## src/rtl/div32_seq_pkg.sv

```systemverilog
// Shared types for the sequential divider.
// FSM encoding and mode constants.
package div32_seq_pkg;

  typedef enum logic [1:0] {
    IDLE = 2'd0,
    CALC = 2'd1,
    FIX  = 2'd2,
    DONE = 2'd3
  } state_t;

  localparam logic MODE_SIGNED   = 1'b1;
  localparam logic MODE_UNSIGNED = 1'b0;

endpackage

```

## src/rtl/div32_seq_if.sv

```systemverilog
// Operand/result handshake bundle.
// master drives operands and out_ready.
interface div32_seq_if #(
  parameter int W = 32
);
  logic         in_valid;
  logic         in_ready;
  logic         mode;
  logic [W-1:0] a;
  logic [W-1:0] b;
  logic         out_valid;
  logic         out_ready;
  logic [W-1:0] quo;
  logic [W-1:0] rem;
  logic         dz;
  logic         ovf;

  modport master (
    output in_valid, mode, a, b, out_ready,
    input  in_ready, out_valid, quo, rem, dz, ovf
  );

  modport slave (
    input  in_valid, mode, a, b, out_ready,
    output in_ready, out_valid, quo, rem, dz, ovf
  );
endinterface

```

## src/rtl/div32_seq_step.sv

```systemverilog
// One restoring division step.
// Shifts {R,Q} left and conditionally subtracts D.
module div_step #(
  parameter int W = 32
) (
  input  logic [W-1:0] r,
  input  logic [W-1:0] q,
  input  logic [W-1:0] d,
  output logic [W-1:0] r_nx,
  output logic [W-1:0] q_nx
);

  logic [W:0]   s;
  logic [W+1:0] t;
  logic         ge;

  // trial subtract; the extra top bit is the borrow
  always_comb begin
    s    = {r, q[W-1]};
    t    = {1'b0, s} - {2'b00, d};
    ge   = ~t[W+1];
    r_nx = W'(ge ? t : {1'b0, s});
    q_nx = {q[W-2:0], ge};
  end

endmodule

```

## src/rtl/div32_seq.sv

```systemverilog
// Iterative restoring divider, signed/unsigned.
// One quotient bit per cycle, valid/ready both sides.
module div32_seq
  import div32_seq_pkg::*;
#(
  parameter int W  = 32,
  parameter int CW = 6
) (
  input logic       clk,
  input logic       rst_n,
  div32_seq_if.slave bus
);

  localparam logic [W-1:0] MIN  = {1'b1, {(W-1){1'b0}}};
  localparam logic [W-1:0] ONES = '1;

  state_t         state, state_nx;
  logic [CW-1:0]  cnt;
  logic [W-1:0]   r, q, d, a_q;
  logic [W-1:0]   r_nx, q_nx;
  logic           neg_q, neg_r;
  logic           sp_dz, sp_ovf;
  logic [W-1:0]   quo_q, rem_q;
  logic           dz_q, ovf_q;

  logic           acc, sgn;
  logic           a_neg, b_neg;
  logic           is_dz, is_ovf;
  logic [W-1:0]   a_abs, b_abs;

  assign acc    = bus.in_valid && (state == IDLE);
  assign sgn    = (bus.mode == MODE_SIGNED);
  assign a_neg  = sgn & bus.a[W-1];
  assign b_neg  = sgn & bus.b[W-1];
  assign a_abs  = a_neg ? -bus.a : bus.a;
  assign b_abs  = b_neg ? -bus.b : bus.b;
  assign is_dz  = (bus.b == '0);
  assign is_ovf = sgn && (bus.a == MIN) && (bus.b == ONES);

  div_step #(.W(W)) u_step (
    .r    (r),
    .q    (q),
    .d    (d),
    .r_nx (r_nx),
    .q_nx (q_nx)
  );

  // state register
  always_ff @(posedge clk or negedge rst_n) begin
    if (!rst_n) state <= IDLE;
    else        state <= state_nx;
  end

  // next-state; special cases skip the iteration
  always_comb begin
    state_nx = state;
    unique case (state)
      IDLE: if (acc)
              state_nx = (is_dz || is_ovf) ? FIX : CALC;
      CALC: if (cnt == CW'(W-1))
              state_nx = FIX;
      FIX:  state_nx = DONE;
      DONE: if (bus.out_ready)
              state_nx = IDLE;
      default: state_nx = IDLE;
    endcase
  end

  // handshake outputs decoded from state
  always_comb begin
    bus.in_ready  = (state == IDLE);
    bus.out_valid = (state == DONE);
  end

  // operand capture and iteration datapath
  always_ff @(posedge clk or negedge rst_n) begin
    if (!rst_n) begin
      cnt    <= '0;
      r      <= '0;
      q      <= '0;
      d      <= '0;
      a_q    <= '0;
      neg_q  <= 1'b0;
      neg_r  <= 1'b0;
      sp_dz  <= 1'b0;
      sp_ovf <= 1'b0;
    end else if (acc) begin
      cnt    <= '0;
      r      <= '0;
      q      <= a_abs;
      d      <= b_abs;
      a_q    <= bus.a;
      neg_q  <= a_neg ^ b_neg;
      neg_r  <= a_neg;
      sp_dz  <= is_dz;
      sp_ovf <= ~is_dz & is_ovf;
    end else if (state == CALC) begin
      cnt    <= cnt + 1'b1;
      r      <= r_nx;
      q      <= q_nx;
    end
  end

  // result registers, written only in FIX
  always_ff @(posedge clk or negedge rst_n) begin
    if (!rst_n) begin
      quo_q <= '0;
      rem_q <= '0;
      dz_q  <= 1'b0;
      ovf_q <= 1'b0;
    end else if (state == FIX) begin
      unique case (1'b1)
        sp_dz: begin
          quo_q <= ONES;
          rem_q <= a_q;
          dz_q  <= 1'b1;
          ovf_q <= 1'b0;
        end
        sp_ovf: begin
          quo_q <= MIN;
          rem_q <= '0;
          dz_q  <= 1'b0;
          ovf_q <= 1'b1;
        end
        default: begin
          quo_q <= neg_q ? -q : q;
          rem_q <= neg_r ? -r : r;
          dz_q  <= 1'b0;
          ovf_q <= 1'b0;
        end
      endcase
    end
  end

  assign bus.quo = quo_q;
  assign bus.rem = rem_q;
  assign bus.dz  = dz_q;
  assign bus.ovf = ovf_q;

endmodule

```

## src/flat_wrapper.sv

```systemverilog
// flat-port wrapper written by rule: the top's interface ports become plain ports
module div32_seq_flat import div32_seq_pkg::*;
#(
  parameter int W  = 32,
  parameter int CW = 6
)
  (clk, rst_n, bus_in_valid, bus_mode, bus_a, bus_b, bus_out_ready, bus_in_ready, bus_out_valid, bus_quo, bus_rem, bus_dz, bus_ovf);
  div32_seq_if #(.W(W)) bus_i ();
  input logic clk;
  input logic rst_n;
  input wire logic [$bits(bus_i.in_valid)-1:0] bus_in_valid;
  input wire logic [$bits(bus_i.mode)-1:0] bus_mode;
  input wire logic [$bits(bus_i.a)-1:0] bus_a;
  input wire logic [$bits(bus_i.b)-1:0] bus_b;
  input wire logic [$bits(bus_i.out_ready)-1:0] bus_out_ready;
  output wire logic [$bits(bus_i.in_ready)-1:0] bus_in_ready;
  output wire logic [$bits(bus_i.out_valid)-1:0] bus_out_valid;
  output wire logic [$bits(bus_i.quo)-1:0] bus_quo;
  output wire logic [$bits(bus_i.rem)-1:0] bus_rem;
  output wire logic [$bits(bus_i.dz)-1:0] bus_dz;
  output wire logic [$bits(bus_i.ovf)-1:0] bus_ovf;
  assign bus_i.in_valid = bus_in_valid;
  assign bus_i.mode = bus_mode;
  assign bus_i.a = bus_a;
  assign bus_i.b = bus_b;
  assign bus_i.out_ready = bus_out_ready;
  assign bus_in_ready = bus_i.in_ready;
  assign bus_out_valid = bus_i.out_valid;
  assign bus_quo = bus_i.quo;
  assign bus_rem = bus_i.rem;
  assign bus_dz = bus_i.dz;
  assign bus_ovf = bus_i.ovf;
  div32_seq #(.W(W), .CW(CW)) u_core (.clk(clk), .rst_n(rst_n), .bus(bus_i));
endmodule
```

## config.mk

```make
export PLATFORM = sky130hd
export DESIGN_NAME = div32_seq_flat
export DESIGN_NICKNAME = d
export VERILOG_FILES = /design/src/rtl/div32_seq_pkg.sv /design/src/rtl/div32_seq_if.sv /design/src/rtl/div32_seq_step.sv /design/src/rtl/div32_seq.sv /design/src/flat_wrapper.sv
export SDC_FILE = /design/constraint.sdc
export NUM_CORES = 1
export LEC_CHECK = 0
export CORE_MARGIN = 2
export CORE_UTILIZATION = 50
export CTS_BUF_LIST = sky130_fd_sc_hd__clkbuf_16
export DETAILED_ROUTE_END_ITERATION = 6
export PLACE_DENSITY = 0.74
export SYNTH_ARGS = -nofsm -noshare
export SYNTH_HDL_FRONTEND = slang
export SYNTH_HIERARCHICAL = 1
export SYNTH_SLANG_ARGS = --single-unit
```

## constraint.sdc

```tcl
create_clock -name clk -period 2.65 [get_ports clk]
set_input_delay 0.6625 -clock clk [delete_from_list [all_inputs] [get_ports clk]]
set_output_delay 0.6625 -clock clk [all_outputs]
set_load 0.01 [all_outputs]
```

==> results.cfg <==
[die]
start_util_pct = 51.2
fp.dieW_um = 170
design.core.area_um2 = 27000
io_pins = 137
dieArea_um2 = 29000
core.rowCount = 60
die_h_um = 170

[status]
violations = setup timing
status = finished, violations left

[synth]
ys_ff_latch = 206
synthTopCellsByCount = dfrtp_1, nand2_1, o21ai_0, a21oi_1, nor2_1
synth_edf_count = 0
synth_top_area_share_pct = 37.3
yosysSeqAreaShare_pct = 37.3
yosys.cell_types.count = 82
syn_nets = 1720
synthFlopType = dfrtp_1
syn_area_per_cell_um2 = 8.60
synth_top_area_cell = dfrtp_1
async_reset_ff_share_pct = 100
yosys_warnings = 6
synth_area_leaders = dfrtp_1, nand2_1, o21ai_0
synth_cells = 1608
yosysMostFrequentCell = dfrtp_1
synthesis.area_um2 = 13800

[layout]
area.growth.synth_to_final_pct = 32.2
final_util_pct = 67.6
multi_input_area_um2 = 8370
seqCellArea_um2 = 5150
fin_area_um2 = 18300
final_cells = 2231
drive_gt1_share_pct = 20.8
nFillCells = 2165
fin_nets = 1985
n_antenna_cell = 0

[sta]
finalClockSkew_ns = 0.0132
relSlewSlack_pct = 53.2
worst-slew-pin-transition_ns = 0.702
rsz0062_at_grt = yes
fin_crit_ns = 2.68
period_share_pct = 101
setup_ws_ns = -0.0283
setup_viol = 7
drv_slew = 0
hold_viol_final = 0
fmax_mhz = 373

[clock_network]
cts.sinks = 206
cts_tree = yes
clk_pin_slew_ns = 0.06
clk_latency_ns = 0.53
htreeDepth = 1
clk_path_buf_depth = 3
cts_made_buffers = 24
clockRootBuffer = clkbuf_16

[worst_setup_path]
path_max_fanout = 4
cp.arrival_ns = 3.08
crit_path_end_kind = register
worstPathRequired_ns = 3.05
critPathKind = register to register
startpoint_type = register

[grt]
grt_first_pass_wirelength_mm = 68.6
grt_pass1_vias = 12800
gr-usage-all-layers_pct = 29.8
grt_overflow = 0
grt_max_degree = 88
antenna_found_initial = 0

[route]
avgRoutedWirePerCell_um = 19.6
vias = 13200
vias_per_cell = 5.93
drtPass1Iterations = 5
drtIter0Drc = 1059
totalWireLength_mm = 43.7
drc = 0
antenna_left = 0

[placement]
dpl.cell_count = 2169
portBuffers = 136
preCtsSetupSlack_ns = -0.541
dpl-instance-area_um2 = 16800
dpl.hpwl_mm = 32.3
routabilityCongestion = 0.948

[pwr]
p_leak_uw = 0.00794
internal-power_uw = 14000
power.density_nw_per_um2 = 1380
switching_share_pct = 44.5
seq_power_share_pct = 23.2
power_frac_clock_pct = 12.2
pwr-share-comb_pct = 64.5
power_switching_uw = 11300
irDropWorstVdd_v = 0.000586

[run]
maxCapViolations = 0

[hold_path]
min_path_type = primary input to async pin
-- what timing repair did --
action	in CTS	in global routing
gates resized for setup	33	122
setup endpoints to repair	15	36
buffers inserted	12	7
cloned	1	2
pin swaps	18	53
hold buffers	0	0
endpoints found under the hold margin	0	0
-- routing by layer --
| layer | track usage [%] | vias up | routed length (um) |
|---|---|---|---|
| met5 | 0 | - | 0 |
| met4 | 9.74 | 0 | 1620 |
| met2 | 49.8 | 505 | 20800 |
| met3 | 2.79 | 86 | 2450 |
| met1 | 40.8 | 6393 | 18800 |
| li1 | - | 6243 | - |
-- kinds of logic (layout without fill, tap and decap cells) --
group	count (synthesis)	in the layout	share of synthesized area (%)
AND/OR/NAND/NOR	507	507	18.2
XOR/XNOR	143	143	9.06
buffers and inverters	192	474	6.41
flip-flops	206	206	37.3
adder cells (fa/ha/maj)	43	43	3.95
multiplexers	49	49	3.66
AO/OA/AOI/OAI	468	468	21.5
-- cell usage in the layout (no fill, tap or decap), drive strengths merged, types with 26 or more instances in the layout --
cell and n:
mux2i 43, nor3 28, dfrtp 206, a21oi 127, nor2 108, nand2 203
ha 42, xor2 76, a211oi 30, inv 76, clkbuf 26, o31ai 34
xnor2 67, clkdlybuf4s50 135, buf 222, a31oi 31, o21ai 148
-- area by class of cell --
| class | instances | share of cell area [%] |
|---|---|---|
| Inverter | 71 | 1.59 |
| Clock buffer | 24 | 3.28 |
| Multi-Input combinational cell | 1210 | 45.8 |
| Clock inverter | 19 | 0.691 |
| Timing Repair Buffer | 359 | 18.1 |
| Tap cell | 341 | 2.33 |
| Timing Repair inverter | 1 | 0.0411 |
| Sequential cell | 206 | 28.2 |
-- critical path: stages, from the launching register on --
cell        delay, ns
dfrtp_1          0.38
inv_2            0.10
ha_4             0.21
nor2b_4          0.12
o2111a_2         0.28
o21ai_2          0.15
buf_6            0.13
a311oi_4         0.10
nor3_4           0.33
clkinvlp_4       0.18
buf_6            0.15
o221a_1          0.23
mux2i_1          0.14
nor2_1           0.06
-- sequential cells by signal, indices dropped and copies added (netlist names) --
register        cells
u_core/bus.quo     32
u_core/r           32
u_core/state        2
u_core/q           32
u_core/d           32
u_core/neg_q        1
u_core/sp_dz        1
u_core/cnt          6
u_core/neg_r        1
u_core/a_q         32
u_core/sp_ovf       1
u_core/bus.ovf      1
u_core/bus.rem     32
u_core/bus.dz       1
-- power groups by stage --
stage,combinational [uW],clock [uW],sequential [uW]
CTS,14500,3140,5820
detailed placement,13900,0,5850
finish,16300,3100,5880
global placement,13600,0,5790
floorplan,8950,0,5830
global route,17700,3270,6040
-- through the flow --
stage	power [uW]	setup TNS (ns)	hold slack, ns
global placement	19400	-7.66	0.451
finish	25300	-0.106	0.141
global route	27000	-1.94	0.187
detailed placement	19700	-8.59	0.458
CTS	23500	-0.00617	0.167
floorplan	14800	-0.0267	0.367
-- final timing paths --
path                                 from                 to  slack, ns  cells after the start
max                           u_core/d[1]       u_core/r[26]      -0.03                     13
min                                 rst_n  u_core/bus.quo[6]       0.14                      1
max reg2reg                   u_core/d[1]       u_core/r[26]      -0.03                     13
min reg2reg                u_core/a_q[17]     u_core/a_q[17]       0.47                      2
max in group asynchronous           rst_n  u_core/bus.quo[8]       1.86                      2
min in group clk           u_core/a_q[17]     u_core/a_q[17]       0.47                      2
Power figures use the tool's default switching activity.
